File: src/rtl/uart_tx.sv
`default_nettype none
// ============================================================================
//  Module   : uart_tx
//  Purpose  : 8-bit UART transmitter with valid/ready byte handshake.
//             Frame = start bit, 8 data bits LSB first, optional parity bit,
//             one or two stop bits. Each bit lasts CLKS_PER_BIT clocks.
//
//  Parameters
//    CLKS_PER_BIT : clocks per serial bit (2..65535)
//    PARITY_EN    : 1 = append a parity bit after the data bits
//    PARITY_ODD   : 0 = even parity, 1 = odd parity (only if PARITY_EN=1)
//    STOP_BITS    : 1 or 2 stop bits
//
//  Ports
//    clk      : in  - clock, rising edge
//    RST      : in  - asynchronous active-high reset
//    tx_valid : in  - tx_data holds a byte to send
//    tx_data  : in  - byte to send, sampled at handshake only
//    tx_ready : out - block accepts a byte this cycle (IDLE)
//    tx_out   : out - serial line, idle/mark = 1
//    tx_busy  : out - frame in progress (NOT tx_ready)
//    tx_done  : out - one-cycle pulse on the first IDLE cycle after STOP
//
//  Revision : 1.0 - initial release
// ============================================================================
module uart_tx #(
    parameter int CLKS_PER_BIT = 10,
    parameter int PARITY_EN    = 0,
    parameter int PARITY_ODD   = 0,
    parameter int STOP_BITS    = 1
) (
    input  logic       clk,
    input  logic       RST,
    input  logic       tx_valid,
    input  logic [7:0] tx_data,
    output logic       tx_ready,
    output logic       tx_out,
    output logic       tx_busy,
    output logic       tx_done
);

    localparam int                 c_CNT_W     = (CLKS_PER_BIT > 1) ? $clog2(CLKS_PER_BIT) : 1;
    localparam logic [c_CNT_W-1:0] c_CNT_LAST  = c_CNT_W'(CLKS_PER_BIT - 1);
    localparam logic [c_CNT_W-1:0] c_CNT_ONE   = c_CNT_W'(1);
    localparam logic               c_PAR_EN    = (PARITY_EN != 0);
    localparam logic               c_PAR_ODD   = (PARITY_ODD != 0);
    localparam logic [2:0]         c_IDX_LAST  = 3'd7;
    // r_idx doubles as the stop-bit index while in STOP
    localparam logic [2:0]         c_STOP_LAST = (STOP_BITS == 2) ? 3'd1 : 3'd0;

    localparam logic [2:0] c_ST_IDLE   = 3'd0;
    localparam logic [2:0] c_ST_START  = 3'd1;
    localparam logic [2:0] c_ST_DATA   = 3'd2;
    localparam logic [2:0] c_ST_PARITY = 3'd3;
    localparam logic [2:0] c_ST_STOP   = 3'd4;

    logic [2:0]         r_state;
    logic [c_CNT_W-1:0] r_cnt;
    logic [2:0]         r_idx;
    logic [7:0]         r_shift;
    logic               r_parity;
    logic               r_tx_out;
    logic               r_tx_done;

    logic               w_bit_end;

    assign w_bit_end = (r_cnt == c_CNT_LAST);

    assign tx_ready = (r_state == c_ST_IDLE);
    assign tx_busy  = ~tx_ready;
    assign tx_out   = r_tx_out;
    assign tx_done  = r_tx_done;

    // tx_out is registered one state ahead: the value for the next bit is
    // loaded on the same edge that moves the FSM into that bit, so the line
    // changes exactly at bit boundaries without any combinational decode.
    always_ff @(posedge clk or posedge RST) begin
        if (RST) begin
            r_state   <= c_ST_IDLE;
            r_cnt     <= '0;
            r_idx     <= '0;
            r_shift   <= '0;
            r_parity  <= 1'b0;
            r_tx_out  <= 1'b1;
            r_tx_done <= 1'b0;
        end else begin
            r_tx_done <= 1'b0;
            case (r_state)
                c_ST_IDLE: begin
                    r_tx_out <= 1'b1;
                    r_cnt    <= '0;
                    r_idx    <= '0;
                    if (tx_valid) begin
                        r_shift  <= tx_data;
                        // parity is captured up front because the shift
                        // register is consumed while sending the data bits
                        r_parity <= (^tx_data) ^ c_PAR_ODD;
                        r_tx_out <= 1'b0;
                        r_state  <= c_ST_START;
                    end
                end

                c_ST_START: begin
                    if (w_bit_end) begin
                        r_cnt    <= '0;
                        r_tx_out <= r_shift[0];
                        r_state  <= c_ST_DATA;
                    end else begin
                        r_cnt <= r_cnt + c_CNT_ONE;
                    end
                end

                c_ST_DATA: begin
                    if (w_bit_end) begin
                        r_cnt <= '0;
                        if (r_idx == c_IDX_LAST) begin
                            r_idx <= '0;
                            if (c_PAR_EN) begin
                                r_tx_out <= r_parity;
                                r_state  <= c_ST_PARITY;
                            end else begin
                                r_tx_out <= 1'b1;
                                r_state  <= c_ST_STOP;
                            end
                        end else begin
                            r_idx    <= r_idx + 3'd1;
                            r_shift  <= {1'b0, r_shift[7:1]};
                            r_tx_out <= r_shift[1];
                        end
                    end else begin
                        r_cnt <= r_cnt + c_CNT_ONE;
                    end
                end

                c_ST_PARITY: begin
                    if (w_bit_end) begin
                        r_cnt    <= '0;
                        r_tx_out <= 1'b1;
                        r_state  <= c_ST_STOP;
                    end else begin
                        r_cnt <= r_cnt + c_CNT_ONE;
                    end
                end

                c_ST_STOP: begin
                    r_tx_out <= 1'b1;
                    if (w_bit_end) begin
                        r_cnt <= '0;
                        if (r_idx == c_STOP_LAST) begin
                            r_idx     <= '0;
                            r_tx_done <= 1'b1;
                            r_state   <= c_ST_IDLE;
                        end else begin
                            r_idx <= r_idx + 3'd1;
                        end
                    end else begin
                        r_cnt <= r_cnt + c_CNT_ONE;
                    end
                end

                default: begin
                    // unreachable encodings recover to a clean idle line
                    r_state  <= c_ST_IDLE;
                    r_cnt    <= '0;
                    r_idx    <= '0;
                    r_tx_out <= 1'b1;
                end
            endcase
        end
    end

endmodule
`default_nettype wire

File: config.mk
export PLATFORM = sky130hd
export DESIGN_NAME = uart_tx
export DESIGN_NICKNAME = d
export VERILOG_FILES = /design/src/rtl/uart_tx.sv
export SDC_FILE = /design/constraint.sdc
export NUM_CORES = 1
export LEC_CHECK = 0
export CELL_PAD_IN_SITES_DETAIL_PLACEMENT = 0
export CELL_PAD_IN_SITES_GLOBAL_PLACEMENT = 1
export CORE_UTILIZATION = 41
export DETAILED_ROUTE_END_ITERATION = 16
export PLACE_DENSITY = 0.88
export SYNTH_ARGS = -nofsm -noshare
export SYNTH_HDL_FRONTEND = slang
export SYNTH_SLANG_ARGS = --single-unit
File: constraint.sdc
create_clock -name clk -period 2.5 [get_ports clk]
set_input_delay 0.5 -clock clk [delete_from_list [all_inputs] [get_ports clk]]
set_output_delay 0.5 -clock clk [all_outputs]
set_load 0.02 [all_outputs]
==> results.tsv <==
metric	value	unit
cp_slowest_stage_delay	0.59	ns
critPathSlowestCell	clkdlybuf4s50_1	
syn_area	1104	sq um
hold_ws	0.4966	ns
ant_nets	0	
drtIter0Drc	10	
synth.avg_cell_area	10.41	sq um
dp_hpwl	1.523	mm
reg2reg_slack	0.55	ns
grt_pass1_vias	838	
ys_ff_latch	20	
gp_congestion	0.7894	
wire_per_inst	14.10	um
rsz0062_at_grt	false	
pre_cts_ws	0.4680	ns
skew	0.006232	ns
cts-root-buf	clkbuf_4	
fin_util	0.5375	
syn_to_final_growth	21.77	%
status	finished, final reports clean	
ys.flop_type	dfrtp_1	
relSlewSlack	0.5062	
cts_resized	0	
dieArea	2903	sq um
p_leak	0.5830	nW
final-setup-viol-count	0	
r2r_end	r_shift[5]	
hp-class	reg2reg	
hold_end	r_cnt[0]	
syn_inst	106	
die_w	53.88	um
core_area	2500	sq um
grt_max_degree	21	
place_area	1291	sq um
die_y	53.88	um
cts-buffers-inserted	3	
fin_crit	2.279	ns
diodes	0	
via_per_inst	5.506	
grt_usage	0.1759	
critPathTopFamily	buffers and inverters	
clock_latency	0.30	ns
tightest_slew	0.7398	ns
setup_ws	0.2211	ns
crit_required	2.00	ns
initial_core_util	0.4414	
drive_above_1_share	0.1290	
ys_top_cells_by_area	dfrtp_1 43%, ha_1 6.8%, a2bb2oi_1 6.3%	
cts_setup_buffers	0	
fmax	438.8	MHz
cts.clk_slew.worst_paths	0.11	ns
maxSlewViolCount	0	
io_pins	15	
drt-total-wl	2.172	mm
fin_tns_setup	0	ns
std_cell_rows	18	
vias	848	
worstReg2RegStart	r_state[0]	
grt_overflow	0	
hold_start	r_cnt[0]	
holdPathStages	1	
cts_sinks	20	
finalHoldViolations	0	
drv_cap	0	
drc	0	
endpoint_kind	output pin	
power_density	1101	nW/um^2
h-tree-depth	1	
port-buffer-count	14	
cp-start-kind	flip-flop	
tritoncts	done	
period_share	0.9116	
fin_nets	142	
synth_top_area_frac	0.4308	
clk_path_buf_depth	2	
path_buf_inv	2	
path_cells	or3_1, inv_1, clkdlybuf4s50_1	
syn_nets	123	
ys_types	33	
antenna_found_initial	0	
peakVddDrop	0.0006449	V
grt_pass1_wl	3.601	mm
path_class	reg2out	
synth_edf_count	0	
holdBufCountCts	0	
final_area	1344	sq um
drt-pass1-iter-count	4	
synthArstFlopShare	1.000	
worstPathMaxFanout	3	
crit_arrival	1.78	ns
ys_seq_area_frac	0.4546	
rr_worst_depth	5	
yosysWarnings	0	
synth_top_area_cell	dfrtp_1	
[cell type report]
cell class / instances / area, sq um
well taps: 30 / 37.54
flip-flops and latches: 20 / 501.7
clock buffers: 3 / 22.52
repair buffers: 19 / 177.7
clock inverters: 1 / 30.03
inverters: 8 / 30.03
fillers: 223 / 1156
multi-input cells: 73 / 544.3
[synthesized netlist by cell type, types with 3 or more instances]
master      n
dfrtp_1    19
o22ai_1    10
nor2_1      9
a2bb2oi_1   8
inv_1       8
ha_1        6
o21ai_0     5
a21oi_1     4
nor3_1      4
clkbuf_1    3
nand3b_1    3
[sequential cells by signal, indices dropped and copies added (netlist names)]
register	count
r_shift	8
r_cnt	4
r_idx	3
r_state	3
tx_done	1
tx_out	1
[per-stage QoR]
stage	cells	total power [W]
floorplan	106	0.001046
global placement	150	0.001190
detailed placement	150	0.001221
CTS	154	0.001489
global route	154	0.001593
finish	154	0.001480
[cells by family after synthesis]
kind of cell | after synthesis | share of synthesized area
buf+inv | 13 | 0.05215
flops | 20 | 0.4547
xor+xnor | 2 | 0.01588
mux | 3 | 0.02948
fa+ha+maj | 6 | 0.06803
compound gates | 32 | 0.2245
simple gates | 30 | 0.1553
[layer usage]
layer	GRT usage	vias up	part of all wire
li1	-	421	-
met2	0.2901	7	0.47
met4	0.06579	0	0.0069
met1	0.2257	418	0.50
met3	0.03390	2	0.024
met5	0	-	0
[power breakdown]
group | switching, W | leakage [nW] | internal, W | total [W]
clock network | 0.0000973 | 0.0279 | 0.000162 | 0.000259
registers | 0.0000929 | 0.242 | 0.000464 | 0.000557
logic | 0.000341 | 0.313 | 0.000322 | 0.000663
total | 0.000531 | 0.583 | 0.000949 | 0.00148
[worst max path at each step]
stage / from / end / slack [ns] / cells after the start
detailed placement: tx_valid / r_shift[3] / 0.47 / 5
global route: r_state[0] / tx_ready / 0.17 / 3
floorplan: r_idx[0] / r_shift[0] / 0.62 / 5
CTS: r_state[0] / tx_ready / 0.20 / 3
global placement: tx_valid / r_shift[2] / 0.54 / 5
finish: r_state[0] / tx_ready / 0.22 / 3
[placed cells by master (no fill, tap or decap), types with 2 or more instances in the layout]
cell type / synthesis / layout
buf_4: 0 / 5
nor3b_1: 2 / 2
a2bb2oi_1: 8 / 8
nor3_1: 4 / 4
nand3_1: 2 / 2
o21ai_0: 5 / 5
nor2_1: 9 / 9
clkbuf_4: 0 / 3
nand3b_1: 3 / 3
a21oi_1: 4 / 4
dfrtp_1: 19 / 19
mux2_2: 2 / 2
clkdlybuf4s50_1: 0 / 14
ha_1: 6 / 6
inv_1: 8 / 8
nand2b_1: 2 / 2
o22ai_1: 10 / 10
nor2b_1: 2 / 2
Power figures use the tool's default switching activity.
